--- src/rtl/flag_ctx_pkg.sv ---
// Shared flag indices, default masks and stack helpers for the flag context register.
// Build option: FLAG_CTX_PARITY_EN adds a parity bit to every saved stack entry.
package flag_ctx_pkg;

    localparam int NFLAGS_DEF = 13;

    localparam int ZF_BIT   = 0;
    localparam int SF_BIT   = 1;
    localparam int OF_BIT   = 2;
    localparam int UF_BIT   = 3;
    localparam int CFFW_BIT = 4;
    localparam int CFHL_BIT = 5;
    localparam int CFHH_BIT = 6;
    localparam int DF_BIT   = 7;
    localparam int HWF_BIT  = 8;
    localparam int SRF_BIT  = 9;
    localparam int MVF_BIT  = 10;
    localparam int MCF_BIT  = 11;
    localparam int TF_BIT   = 12;

    // df, mvf, mcf and tf accumulate and are the interrupt sources by default
    localparam logic [NFLAGS_DEF-1:0] STICKY_MASK_DEF = 13'h1C80;
    localparam logic [NFLAGS_DEF-1:0] IRQ_MASK_DEF    = 13'h1C80;

    typedef enum logic [1:0] {
        STK_IDLE = 2'b00,
        STK_PUSH = 2'b01,
        STK_POP  = 2'b10
    } stk_op_e;

    // Even-parity bit: makes the total number of ones (data plus bit) even
    function automatic logic flag_parity(input logic [31:0] v);
        return ^v;
    endfunction

    // A simultaneous push and pop cancel out and leave the stack alone
    function automatic stk_op_e stk_decode(input logic push, input logic pop);
        stk_op_e op;
        case ({pop, push})
            2'b01:   op = STK_PUSH;
            2'b10:   op = STK_POP;
            default: op = STK_IDLE;
        endcase
        return op;
    endfunction

endpackage

--- src/rtl/flag_ctx_reg_if.sv ---
// Datapath/control-side bundle of the flag context register.
// Build option: FLAG_CTX_PARITY_EN adds the par_inj fault-injection input.
interface flag_ctx_reg_if #(
    parameter int NFLAGS = 13,
    parameter int DEPTH  = 4
);
    localparam int SPW = $clog2(DEPTH + 1);

    logic [NFLAGS-1:0] flag_in;
    logic              flag_we;
    logic              sw_we;
    logic [NFLAGS-1:0] sw_wdata;
    logic [NFLAGS-1:0] sw_clr;
    logic              push;
    logic              pop;
    logic              irq_ack;
    logic              err_clr;
`ifdef FLAG_CTX_PARITY_EN
    logic              par_inj;
`endif

    logic [NFLAGS-1:0] flags_out;
    logic [SPW-1:0]    sp_out;
    logic              stack_full;
    logic              stack_empty;
    logic              stack_err;
    logic              irq;

    modport master (
`ifdef FLAG_CTX_PARITY_EN
        output par_inj,
`endif
        output flag_in, flag_we, sw_we, sw_wdata, sw_clr, push, pop, irq_ack, err_clr,
        input  flags_out, sp_out, stack_full, stack_empty, stack_err, irq
    );

    modport slave (
`ifdef FLAG_CTX_PARITY_EN
        input  par_inj,
`endif
        input  flag_in, flag_we, sw_we, sw_wdata, sw_clr, push, pop, irq_ack, err_clr,
        output flags_out, sp_out, stack_full, stack_empty, stack_err, irq
    );

endinterface

--- src/rtl/flag_ctx_reg_lifo.sv ---
// Save stack for flag contexts: DEPTH x WIDTH LIFO with registered occupancy,
// full/empty flags and a same-cycle overflow/underflow strobe.
module flag_lifo
    import flag_ctx_pkg::*;
#(
    parameter int  DEPTH = 4,
    parameter int  WIDTH = 13,
    localparam int SPW   = $clog2(DEPTH + 1)
) (
    input  logic             clk,
    input  logic             rst_n,
    input  logic             push,
    input  logic             pop,
    input  logic [WIDTH-1:0] wdata,
    output logic [WIDTH-1:0] rdata,
    output logic [SPW-1:0]   sp,
    output logic             full,
    output logic             empty,
    output logic             pop_ok,
    output logic             err
);

    localparam int IW = (DEPTH > 1) ? $clog2(DEPTH) : 1;

    logic [WIDTH-1:0] r_mem [DEPTH];
    logic [SPW-1:0]   r_sp;
    logic             r_full;
    logic             r_empty;

    stk_op_e          w_op;
    logic             w_do_push;
    logic             w_do_pop;
    logic             w_err;
    logic [SPW-1:0]   w_sp_nxt;
    logic [IW-1:0]    w_wr_idx;
    logic [IW-1:0]    w_rd_idx;

    assign w_op = stk_decode(push, pop);

    // Accept the operation only when it cannot over- or underflow
    always_comb begin
        w_do_push = 1'b0;
        w_do_pop  = 1'b0;
        w_err     = 1'b0;
        case (w_op)
            STK_PUSH: begin
                if (r_full) begin
                    w_err = 1'b1;
                end else begin
                    w_do_push = 1'b1;
                end
            end
            STK_POP: begin
                if (r_empty) begin
                    w_err = 1'b1;
                end else begin
                    w_do_pop = 1'b1;
                end
            end
            default: begin
                w_err = 1'b0;
            end
        endcase
    end

    // Next occupancy, saturating by construction of the accept logic
    always_comb begin
        w_sp_nxt = r_sp;
        if (w_do_push) begin
            w_sp_nxt = r_sp + SPW'(1);
        end else if (w_do_pop) begin
            w_sp_nxt = r_sp - SPW'(1);
        end else begin
            w_sp_nxt = r_sp;
        end
    end

    assign w_wr_idx = IW'(r_sp);
    assign w_rd_idx = r_empty ? {IW{1'b0}} : IW'(r_sp - SPW'(1));

    // Occupancy plus registered full/empty status
    always_ff @(posedge clk or negedge rst_n) begin
        if (!rst_n) begin
            r_sp    <= {SPW{1'b0}};
            r_full  <= 1'b0;
            r_empty <= 1'b1;
        end else begin
            r_sp    <= w_sp_nxt;
            r_full  <= (w_sp_nxt == SPW'(DEPTH));
            r_empty <= (w_sp_nxt == {SPW{1'b0}});
        end
    end

    // Entry storage; contents are only read after being written
    always_ff @(posedge clk) begin
        if (w_do_push) begin
            r_mem[w_wr_idx] <= wdata;
        end
    end

    assign rdata  = r_mem[w_rd_idx];
    assign sp     = r_sp;
    assign full   = r_full;
    assign empty  = r_empty;
    assign pop_ok = w_do_pop;
    assign err    = w_err;

endmodule

--- src/rtl/flag_ctx_reg.sv ---
// Processor status-flag register with sticky bits, software access, a context
// save stack and a masked-edge interrupt. Build option: FLAG_CTX_PARITY_EN.
module flag_ctx_reg
    import flag_ctx_pkg::*;
#(
    parameter int                NFLAGS      = NFLAGS_DEF,
    parameter logic [NFLAGS-1:0] STICKY_MASK = NFLAGS'(STICKY_MASK_DEF),
    parameter logic [NFLAGS-1:0] IRQ_MASK    = NFLAGS'(IRQ_MASK_DEF),
    parameter int                DEPTH       = 4
) (
    input  logic           clk,
    input  logic           rst_n,
    flag_ctx_reg_if.slave  bus
);

    localparam int SPW = $clog2(DEPTH + 1);
`ifdef FLAG_CTX_PARITY_EN
    localparam int EW  = NFLAGS + 1;
`else
    localparam int EW  = NFLAGS;
`endif

    logic [NFLAGS-1:0] r_flags;
    logic              r_err;
    logic              r_irq;

    logic [EW-1:0]     w_entry;
    logic [EW-1:0]     w_top;
    logic [SPW-1:0]    w_sp;
    logic              w_full;
    logic              w_empty;
    logic              w_pop_ok;
    logic              w_stk_err;
    logic              w_top_ok;
    logic              w_restore;
    logic              w_err_new;
    logic              w_rise;
    logic [NFLAGS-1:0] w_base;
    logic [NFLAGS-1:0] w_next;

`ifdef FLAG_CTX_PARITY_EN
    // par_inj flips the stored parity so the restore path can be exercised
    assign w_entry  = {flag_parity(32'(r_flags)) ^ bus.par_inj, r_flags};
    assign w_top_ok = (flag_parity(32'(w_top[NFLAGS-1:0])) == w_top[NFLAGS]);
`else
    assign w_entry  = r_flags;
    assign w_top_ok = 1'b1;
`endif

    flag_lifo #(
        .DEPTH (DEPTH),
        .WIDTH (EW)
    ) u_lifo (
        .clk    (clk),
        .rst_n  (rst_n),
        .push   (bus.push),
        .pop    (bus.pop),
        .wdata  (w_entry),
        .rdata  (w_top),
        .sp     (w_sp),
        .full   (w_full),
        .empty  (w_empty),
        .pop_ok (w_pop_ok),
        .err    (w_stk_err)
    );

    // A popped entry with bad parity is discarded: sp still drops but flags are not restored
    assign w_restore = w_pop_ok & w_top_ok;
    assign w_err_new = w_stk_err | (w_pop_ok & ~w_top_ok);

    // Flag next state: restore, else software write / datapath update / hold, then clear mask
    always_comb begin
        w_base = r_flags;
        w_next = r_flags;
        if (bus.sw_we) begin
            w_base = bus.sw_wdata;
        end else if (bus.flag_we) begin
            w_base = (r_flags & STICKY_MASK) | bus.flag_in;
        end else begin
            w_base = r_flags;
        end
        if (w_restore) begin
            w_next = w_top[NFLAGS-1:0];
        end else begin
            w_next = w_base & ~bus.sw_clr;
        end
    end

    assign w_rise = |(w_next & ~r_flags & IRQ_MASK);

    // Flag register, sticky stack error and pending interrupt
    always_ff @(posedge clk or negedge rst_n) begin
        if (!rst_n) begin
            r_flags <= {NFLAGS{1'b0}};
            r_err   <= 1'b0;
            r_irq   <= 1'b0;
        end else begin
            r_flags <= w_next;
            if (w_err_new) begin
                r_err <= 1'b1;
            end else if (bus.err_clr) begin
                r_err <= 1'b0;
            end
            if (w_rise) begin
                r_irq <= 1'b1;
            end else if (bus.irq_ack) begin
                r_irq <= 1'b0;
            end
        end
    end

    assign bus.flags_out   = r_flags;
    assign bus.sp_out      = w_sp;
    assign bus.stack_full  = w_full;
    assign bus.stack_empty = w_empty;
    assign bus.stack_err   = r_err;
    assign bus.irq         = r_irq;

endmodule

--- src/flat_wrapper.sv ---
// flat-port wrapper written by rule: the top's interface ports become plain ports
module flag_ctx_reg_flat import flag_ctx_pkg::*;
#(
    parameter int                NFLAGS      = NFLAGS_DEF,
    parameter logic [NFLAGS-1:0] STICKY_MASK = NFLAGS'(STICKY_MASK_DEF),
    parameter logic [NFLAGS-1:0] IRQ_MASK    = NFLAGS'(IRQ_MASK_DEF),
    parameter int                DEPTH       = 4
)
  (clk, rst_n, bus_flag_in, bus_flag_we, bus_sw_we, bus_sw_wdata, bus_sw_clr, bus_push, bus_pop, bus_irq_ack, bus_err_clr, bus_flags_out, bus_sp_out, bus_stack_full, bus_stack_empty, bus_stack_err, bus_irq);
  flag_ctx_reg_if #(.NFLAGS(NFLAGS), .DEPTH(DEPTH)) bus_i ();
  input  logic clk;
  input  logic rst_n;
  input wire logic [$bits(bus_i.flag_in)-1:0] bus_flag_in;
  input wire logic [$bits(bus_i.flag_we)-1:0] bus_flag_we;
  input wire logic [$bits(bus_i.sw_we)-1:0] bus_sw_we;
  input wire logic [$bits(bus_i.sw_wdata)-1:0] bus_sw_wdata;
  input wire logic [$bits(bus_i.sw_clr)-1:0] bus_sw_clr;
  input wire logic [$bits(bus_i.push)-1:0] bus_push;
  input wire logic [$bits(bus_i.pop)-1:0] bus_pop;
  input wire logic [$bits(bus_i.irq_ack)-1:0] bus_irq_ack;
  input wire logic [$bits(bus_i.err_clr)-1:0] bus_err_clr;
  output wire logic [$bits(bus_i.flags_out)-1:0] bus_flags_out;
  output wire logic [$bits(bus_i.sp_out)-1:0] bus_sp_out;
  output wire logic [$bits(bus_i.stack_full)-1:0] bus_stack_full;
  output wire logic [$bits(bus_i.stack_empty)-1:0] bus_stack_empty;
  output wire logic [$bits(bus_i.stack_err)-1:0] bus_stack_err;
  output wire logic [$bits(bus_i.irq)-1:0] bus_irq;
  assign bus_i.flag_in = bus_flag_in;
  assign bus_i.flag_we = bus_flag_we;
  assign bus_i.sw_we = bus_sw_we;
  assign bus_i.sw_wdata = bus_sw_wdata;
  assign bus_i.sw_clr = bus_sw_clr;
  assign bus_i.push = bus_push;
  assign bus_i.pop = bus_pop;
  assign bus_i.irq_ack = bus_irq_ack;
  assign bus_i.err_clr = bus_err_clr;
  assign bus_flags_out = bus_i.flags_out;
  assign bus_sp_out = bus_i.sp_out;
  assign bus_stack_full = bus_i.stack_full;
  assign bus_stack_empty = bus_i.stack_empty;
  assign bus_stack_err = bus_i.stack_err;
  assign bus_irq = bus_i.irq;
  flag_ctx_reg #(.NFLAGS(NFLAGS), .STICKY_MASK(STICKY_MASK), .IRQ_MASK(IRQ_MASK), .DEPTH(DEPTH)) u_core (.clk(clk), .rst_n(rst_n), .bus(bus_i));
endmodule
--- config.mk ---
export PLATFORM = sky130hd
export DESIGN_NAME = flag_ctx_reg_flat
export DESIGN_NICKNAME = d
export VERILOG_FILES = /design/src/rtl/flag_ctx_pkg.sv /design/src/rtl/flag_ctx_reg_if.sv /design/src/rtl/flag_ctx_reg_lifo.sv /design/src/rtl/flag_ctx_reg.sv /design/src/flat_wrapper.sv
export SDC_FILE = /design/constraint.sdc
export NUM_CORES = 1
export LEC_CHECK = 0
export CORE_MARGIN = 3
export CORE_UTILIZATION = 45
export DETAILED_ROUTE_END_ITERATION = 10
export PLACE_DENSITY = 0.75
export SETUP_SLACK_MARGIN = 0.4
export SLEW_MARGIN = 0
export SYNTH_ARGS = -nofsm -noshare
export SYNTH_HDL_FRONTEND = slang
export SYNTH_SLANG_ARGS = --single-unit
export TNS_END_PERCENT = 10
--- constraint.sdc ---
create_clock -name clk -period 1.95 [get_ports clk]
set_clock_uncertainty 0.1 [all_clocks]
set_input_delay 0.39 -clock clk [delete_from_list [all_inputs] [get_ports clk]]
set_output_delay 0.39 -clock clk [all_outputs]
set_load 0.02 [all_outputs]
* Yosys cells after proc, flatten, opt, wreduce, memory -nomap -nowiden
Memory sizes are Yosys's and may differ from the RTL's.
Index checks and enable logic that the tools add are counted.
** Operators by class
- Reduce and logical (&&, ||, !) cells :: 4
- Equality and inequality tests :: 5
- Muxes and demuxes :: 20
- Add/sub/neg operators :: 2
- Bitwise operators :: 5
** Operators by type and width (number)
- 2-to-1 mux 13 bit :: 3
- bitwise AND 13 bit :: 2
- inverter 13 bit :: 2
- bitwise OR 13 bit :: 1
- 2-to-1 mux 1 bit :: 12
- 2-to-1 mux 3 bit :: 2
- equality test 2 x 1 -> 1 bit, second input constant :: 2
- equality test 2 bit, second input constant :: 2
- case mux 2 bit (2 select lines) :: 1
- nonzero test 2 bit :: 2
- OR reduction 4 bit :: 1
- adder 3 x 1 -> 3 bit, second input constant :: 1
- equality test 3 bit, second input constant :: 1
- zero test 3 bit :: 1
- subtractor 3 x 1 -> 3 bit, second input constant :: 1
- 2-to-1 mux 2 bit :: 1
- case mux 1 bit (2 select lines) :: 1
** Word-level totals
- Register bits :: 20
- RAM bits :: 52
- Logic and storage cells :: 43
- Memories :: 1
- Input bits :: 47
** Memory list
- u_core.u_lifo.r_mem :: words 4, bits a word 13, read ports 1, clocked after memory_dff 0, write ports 1, RTL line flag_ctx_reg_lifo.sv:25 : logic [WIDTH-1:0] r_mem [DEPTH];

* Depth between registers and ports, before layout
- Depth in word-level cells :: 8
- Mapped depth :: 8
- Depth with buffers taken out :: 6

* Modules after synthesis
Synthesis repeated with hierarchy kept, for this count alone.
** Unflattened totals
- Cells, all modules :: 254
- Area, all modules :: 3355.7 um2
** By module, submodules not included
- flag_lifo :: area an instance 2466.1 um2, cells an instance 163, times used 1
- flag_ctx_reg :: area an instance 889.6 um2, cells an instance 91, times used 1

* Least setup slack after synthesis
Ideal clock, no wire load.
- Path kind :: flip-flop to flip-flop
- From :: reg u_core.u_lifo.r_sp[0] (netlist: u_core.u_lifo.sp[0])
- To :: reg u_core.r_irq (netlist: u_core.bus.irq)
- Slack :: -0.208 ns
- Data arrival time :: 1.918 ns
- Data required time :: 1.710 ns
- Library setup time :: 0.140 ns
- Period minus slack after synthesis :: 2.158 ns
- Cell stages (with the launch flop) :: 8
- Buffers on the path :: 2
- Cells stage by stage :: dfrtp_1 buf_6 inv_1 ha_1 clkbuf_1 mux4_2 a221oi_2 nand4_1
** Between the ends
- Longest elaborated chain between the ends :: 7
- Elaborated cells between the ends (all ways) :: 8
- Classes of those cells :: add/sub (1); mux (3); bitwise (1); reduce/logical (2); memory (1)
** RTL lines
- from (decl) :: RTL line flag_ctx_reg_lifo.sv:26 : logic [SPW-1:0] r_sp;
- from (signal assigned) :: RTL line flag_ctx_reg_lifo.sv:84 : r_sp <= {SPW{1'b0}};
- from (signal assigned) :: RTL line flag_ctx_reg_lifo.sv:88 : r_sp <= w_sp_nxt;
- subtractor 3 x 1 -> 3 bit (*) :: RTL line flag_ctx_reg_lifo.sv:79 : assign w_rd_idx = r_empty ? {IW{1'b0}} : IW'(r_sp - SPW'(1));
- 2-to-1 mux 2 bit (*) :: RTL line flag_ctx_reg_lifo.sv:79
- memory read (4 x 13 bit) (*)
- 2-to-1 mux 13 bit (*) :: RTL line flag_ctx_reg.sv:82 : if (w_restore) begin
- bitwise AND 13 bit (*) :: RTL line flag_ctx_reg.sv:89 : assign w_rise = |(w_next & ~r_flags & IRQ_MASK);
- OR reduction 4 bit (*) :: RTL line flag_ctx_reg.sv:89
- 2-to-1 mux 1 bit or nonzero test 2 bit (tied branches)
- to (signal assigned) :: RTL line flag_ctx_reg.sv:96 : r_irq <= 1'b0;
- to (signal assigned) :: RTL line flag_ctx_reg.sv:105 : r_irq <= 1'b1;
- to (signal assigned) :: RTL line flag_ctx_reg.sv:107 : r_irq <= 1'b0;
- to (decl) :: RTL line flag_ctx_reg.sv:25 : logic r_irq;
Mark *: on every way between the ends. The rest lies on a longest branch, timed or not.
A chain may end at the register's enable or synchronous reset.

* Worst setup path in the final report
Same ends and word-level chain as after synthesis.

==> reports/qor.csv <==
metric,value,unit
status,"complete, no violations",
synth_cell_types,40,
cts_max_path_buffers,2,
end_kind,flop,
required,2.06,ns
io_buffers,66,
power_density,1330,nW/µm²
grt_use_met1,25.9,%
grt_overflow,0,
firstDrtPassIters,5,
initial_core_util,46.6,%
synth_compound_area_share,9.08,%
antenna_found_initial,0,
final_common_cell,edfxtp_1,
start_kind,flop,
num_antenna_cells,0,
max_freq,0.590,GHz
syn_area,3180,µm²
final.min_clock_period,1.70,ns
yosysSeqAreaShare,64.8,%
synth_fa_ha_area_share,2.36,%
clock_latency,0.34,ns
max_cap_viol_count,0,
fp.coreArea,6830,µm²
drtIter0Drc,84,
synth-simple-area-share,8.17,%
dieArea,8120,µm²
cts_tree,done,
cts.reportedPaths.clkPinSlew,0.08,ns
hold_path_class,input port to asynchronous set/reset pin,
power,6.00,mW
ff2ff_setup_slack,0.25,ns
cts_root_buffer,clkbuf_8,
synth_edf_count,52,
setup_ws,0.254,ns
drtAntennaViolNets,0,
netlist.area_leader.share,49.0,%
ios,67,
syn2layout_area_growth,42.0,%
cts-hold-fix-buffers,0,
synthTopCellsByArea,"edfxtp_1 (49%), dfrtp_1 (15%), mux4_2 (7.1%), mux2i_1 (2.8%), o31ai_1 (2.8%)",
die_h,90.1,µm
async_reset_ff_share,27.8,%
criticalPathCategory,flop to flop,
hold_violations,0,
synth_top_family_by_area,multiplexers,
die_w,90.1,µm
critical_path_arrival,1.81,ns
ys_warn_count,0,
drive_above_1_share,29.9,%
finalWirelength,7910,µm
grt_pass1_wl,12200,µm
whs,0.292,ns
layout_common_cells,"edfxtp_1 (52), clkdlybuf4s50_1 (44), buf_4 (38)",
first_global_vias,2328,
max_slew_margin,74.8,%
ir_worst_vdd,0.000760,V
synthMuxAreaShare,12.4,%
power.leakage,1.79,nW
yosys.area.top_type,edfxtp_1,
grt_use_met3,4.18,%
met2_usage,32.4,%
rsz0062_at_grt,yes,
place.gp.congestion,0.780,
synth.net_count,270,
numCtsBuffers,9,
postSynthAreaPerCell,14.7,µm²
maxSlewViolCount,0,
htreeDepth,3,
synthFlopType,edfxtp_1,
pre_cts_ws,-0.340,ns
setup_viol,0,
wl_per_cell,18.7,µm
syn-instance-count,217,
finalCritPeriodShare,87.0,%
nFillCells,520,
grtUsageTotal,19.6,%
worst_pin_slew,0.376,ns
top_usage_layer,met2,
fin_nets,376,
synth_xor_area_share,0.550,%
drcViolationCount,0,
register_area,2070,µm²
num_vias,2233,
viasPerCell,5.27,
dpl.hpwl,5450,µm
crit_path_max_fanout,3,
clock_sinks,72,
rows,30,
grt_max_degree,21,
multiInputGateArea,1110,µm²
synth_seq_cells,72,
## worst paths after layout
check,from,end,depth (start not counted)
min,rst_n,u_core.bus.flags_out[5]$_DFF_PN0_,2
max reg2reg,u_core.u_lifo.sp[0]$_DFF_PN0_,u_core.bus.irq$_DFFE_PN0P_,4
min in group clk,bus_push,u_core.bus.stack_err$_DFFE_PN0P_,3
max in group asynchronous,rst_n,u_core.u_lifo.empty$_DFF_PN1_,2
max,u_core.u_lifo.sp[0]$_DFF_PN0_,u_core.bus.irq$_DFFE_PN0P_,4
min reg2reg,u_core.u_lifo.sp[2]$_DFF_PN0_,u_core.u_lifo.sp[2]$_DFF_PN0_,1
## routing by layer
layer / vias to the layer above / routed length (µm)
met2: 71 / 4030
met5: - / 0
li1: 1043 / -
met1: 1103 / 3380
met3: 16 / 358
met4: 0 / 132
## layout make-up
class,count,area share [%]
Clock buffer,9,2.74
Clock inverter,7,2.77
Inverter,5,0.526
Multi-Input combinational cell,129,24.5
Sequential cell,72,45.8
Tap cell,96,2.66
Timing Repair Buffer,106,20.9
## state kept, by name, indices dropped and copies added (netlist names)
| signal | count |
|---|---|
| u_core.u_lifo.r_mem | 52 |
| u_core.bus.flags_out | 13 |
| u_core.u_lifo.sp | 3 |
| u_core.bus.irq | 1 |
| u_core.bus.stack_err | 1 |
| u_core.u_lifo.empty | 1 |
| u_core.u_lifo.full | 1 |
## power breakdown
| part | total [mW] | switching [mW] | internal (mW) |
|---|---|---|---|
| clock | 1.44 | 0.578 | 0.865 |
| combinational | 2.32 | 1.14 | 1.17 |
| sequential | 2.24 | 0.201 | 2.04 |
## cells in the mapped netlist, types with 2 or more instances
master,instances
a21oi_1,14
and2_1,3
buf_2,5
buf_4,2
clkbuf_1,4
dfrtp_1,19
edfxtp_1,52
ha_1,6
inv_1,5
mux2i_1,9
mux4_1,3
mux4_2,10
nand2_1,19
nand2b_1,2
nor2_1,16
nor2b_1,5
nor3_1,4
o21a_1,3
o21ai_0,3
o31ai_1,12
xnor2_1,2
## logic make-up (layout without fill, tap and decap cells)
group | count (synthesis) | in the layout
fa+ha+maj | 6 | 6
buf+inv | 17 | 127
simple gates | 56 | 57
flops | 72 | 72
xor+xnor | 2 | 2
compound gates | 42 | 42
mux | 22 | 22
## worst max-delay path: stages (launching register included)
cell,delay (ns)
dfrtp_2,0.43
buf_4,0.16
mux4_2,0.52
a221oi_2,0.26
nand4_1,0.11
## stage by stage
step	area, µm²	cells	setup TNS [ns]	utilization, %
after floorplan	3210	217	0	-
after global placement	4120	393	-7.93	60.3
after detailed placement	4120	393	-12.16	60.3
after CTS	4430	418	0	64.8
after global routing	4520	424	0	66.2
final	4520	424	0	66.2
## timing repair
action	CTS	global route
buffers inserted	9	5
pin swaps	1	5
endpoints found under the hold margin	0	0
gates resized for setup	51	16
gates cloned	0	1
setup endpoints to repair	91	85
Note: power is estimated with default switching activity, not from simulation.
==> RTL edit, RTL diff (same settings) <==
Reset style: synchronous (`rst_n`), changed in 2 clocked blocks.
--- a/src/rtl/flag_ctx_reg_lifo.sv
+++ b/src/rtl/flag_ctx_reg_lifo.sv
@@ -81,3 +81,3 @@
     // Occupancy plus registered full/empty status
-    always_ff @(posedge clk or negedge rst_n) begin
+    always_ff @(posedge clk) begin
         if (!rst_n) begin
--- a/src/rtl/flag_ctx_reg.sv
+++ b/src/rtl/flag_ctx_reg.sv
@@ -91,3 +91,3 @@
     // Flag register, sticky stack error and pending interrupt
-    always_ff @(posedge clk or negedge rst_n) begin
+    always_ff @(posedge clk) begin
         if (!rst_n) begin
Function: differs if rst_n is asserted again (counterexample within 4 cycles, from zero or initial values and one cycle with rst_n low); with rst_n held inactive, the same outputs for 10 cycles.
==> RTL edit against the unedited design <==
- sequential cell count did not move
- wire length rose by 1.4%
- via count rose by 13%
- critical path type unchanged
- critical path depth rose by 6
- setup slack got worse by 160 ps
- final area rose by 1.4%
- largest cell class unchanged
- synthesized area rose by 0.47%
- global-route usage rose by 0.89 points
Power is not compared: it rests on default switching activity, and its combinational part moved more than twofold at a synthesized area within 25%.
==> RTL edit: results (changes against the unedited design) <==
Worst stage delay on the critical path - 370 ps (-150 ps)
Worst r2r dst - u_core.bus.flags_out[7]$_SDFF_PN0_
GRT met1 Usage - 25.4% (-0.55 points)
Vias in the first global route - 2,638 (+13%)
Post-Route WL - 8.02 mm (+1.4%)
Syn Nets - 312 (+16%)
1st-pass router iterations - 6 (+1)
Place WS - -359 ps (-19.9 ps)
CP arrival - 1980 ps (+170 ps)
Maximum number of pins on one net before global-route repair - 27 (+29%)
Flop-to-flop setup slack - 100 ps (-160 ps)
Layout cell share with drive strength beyond 1 - 22.1% (-7.7 points)
M3 GR Usage - 4.33% (+0.15 points)
Synth top cells by count - edfxtp_1 (52), a21oi_1 (25), dfxtp_1 (20)
CTS resizes - 47 (-7.8%)
Global Route Usage Sum - 20.5% (+0.89 points)
Routed wl met2 - 4.07 mm (+0.87%)
Crit-path max FO - 7 (+4)
Nets - 414 (+10%)
Placed cell count - 434 (+10%)
Async set-or-reset flop fraction in the synthesized netlist - 0% (-28 points)
Global Route met2 Usage - 34.5% (+2.1 points)
Cells on worst reg2reg path - 10 (+6)
Hold Crit Class - reg -> reg
First DRT Iteration DRCs - 173 (+110%)
GP Congestion - 0.801 (+2.7%)
Post-Synthesis Cells - 259 (+19%)
Worst Max-Slew Pin Slew - 362 ps (-14.3 ps)
Status - finished clean
First-pass GRT wire length - 13.2 mm (+8.2%)
R2r startpoint - u_core.u_lifo.sp[0]$_SDFF_PN0_
Routed wl met3 - 463 um (+29%)
Routed metal-1 wirelength - 3.37 mm (-0.50%)
Netlist cell types - 45 (+13%)
Largest cells by area after synthesis - edfxtp_1 (49%), dfxtp_1 (13%), a21oi_1 (3.9%)
Sequential area share after synthesis - 61.3% (-3.5 points)
Final Cycle Share - 95.1% (+8.1 points)
Routed via count - 2,526 (+13%)
[RTL edit: worst max-delay path, delay by kind of cell, from the launching register on]
kind	cells	cell delay [ps]
multiplexers	1	170
AO/OA/AOI/OAI	1	70
adder cells (fa/ha/maj)	1	300
flip-flops	1	370
AND/OR/NAND/NOR	2	160
buffers and inverters	5	560
[RTL edit: how the worst max path moves through the flow]
stage	from	to	depth (start not counted)
floorplan	u_core.u_lifo.sp[0]$_SDFF_PN0_	u_core.bus.irq$_SDFFE_PN0P_	9
global placement	bus_push	u_core.bus.irq$_SDFFE_PN0P_	9
detailed placement	bus_push	u_core.bus.irq$_SDFFE_PN0P_	9
CTS	u_core.u_lifo.sp[0]$_SDFF_PN0_	u_core.bus.irq$_SDFFE_PN0P_	8
global route	u_core.u_lifo.sp[0]$_SDFF_PN0_	u_core.bus.flags_out[7]$_SDFF_PN0_	10
finish	u_core.u_lifo.sp[0]$_SDFF_PN0_	u_core.bus.flags_out[7]$_SDFF_PN0_	10
[RTL edit: kinds of logic (layout without fill, tap and decap cells)]
group                      count (synthesis)  in the layout  synth area share, %
muxes                                     20             20                 6.65
AOI/OAI and AO/OA                         64             64                 13.6
and+or+nand+nor                           74             75                 12.5
xor gates and xnor gates                   2              2                0.548
buffers and inverters                     21            127                 2.97
adders and majority gates                  6              6                 2.35
DFF                                       72             72                 61.3
[RTL edit: where the power goes]
group	switching, mW	internal (mW)
logic	0.404	0.450
clock network	0.505	0.631
registers	0.0622	1.72
total	0.971	2.80
[RTL edit: area by class of cell]
type                    count  area [sq um]
clock buffers              14           153
clock inverters             2          38.8
fillers                   509          2240
inverters                   5          21.3
multi-input cells         167          1280
flip-flops and latches     72          1970
well taps                  96           120
repair buffers            106          1000
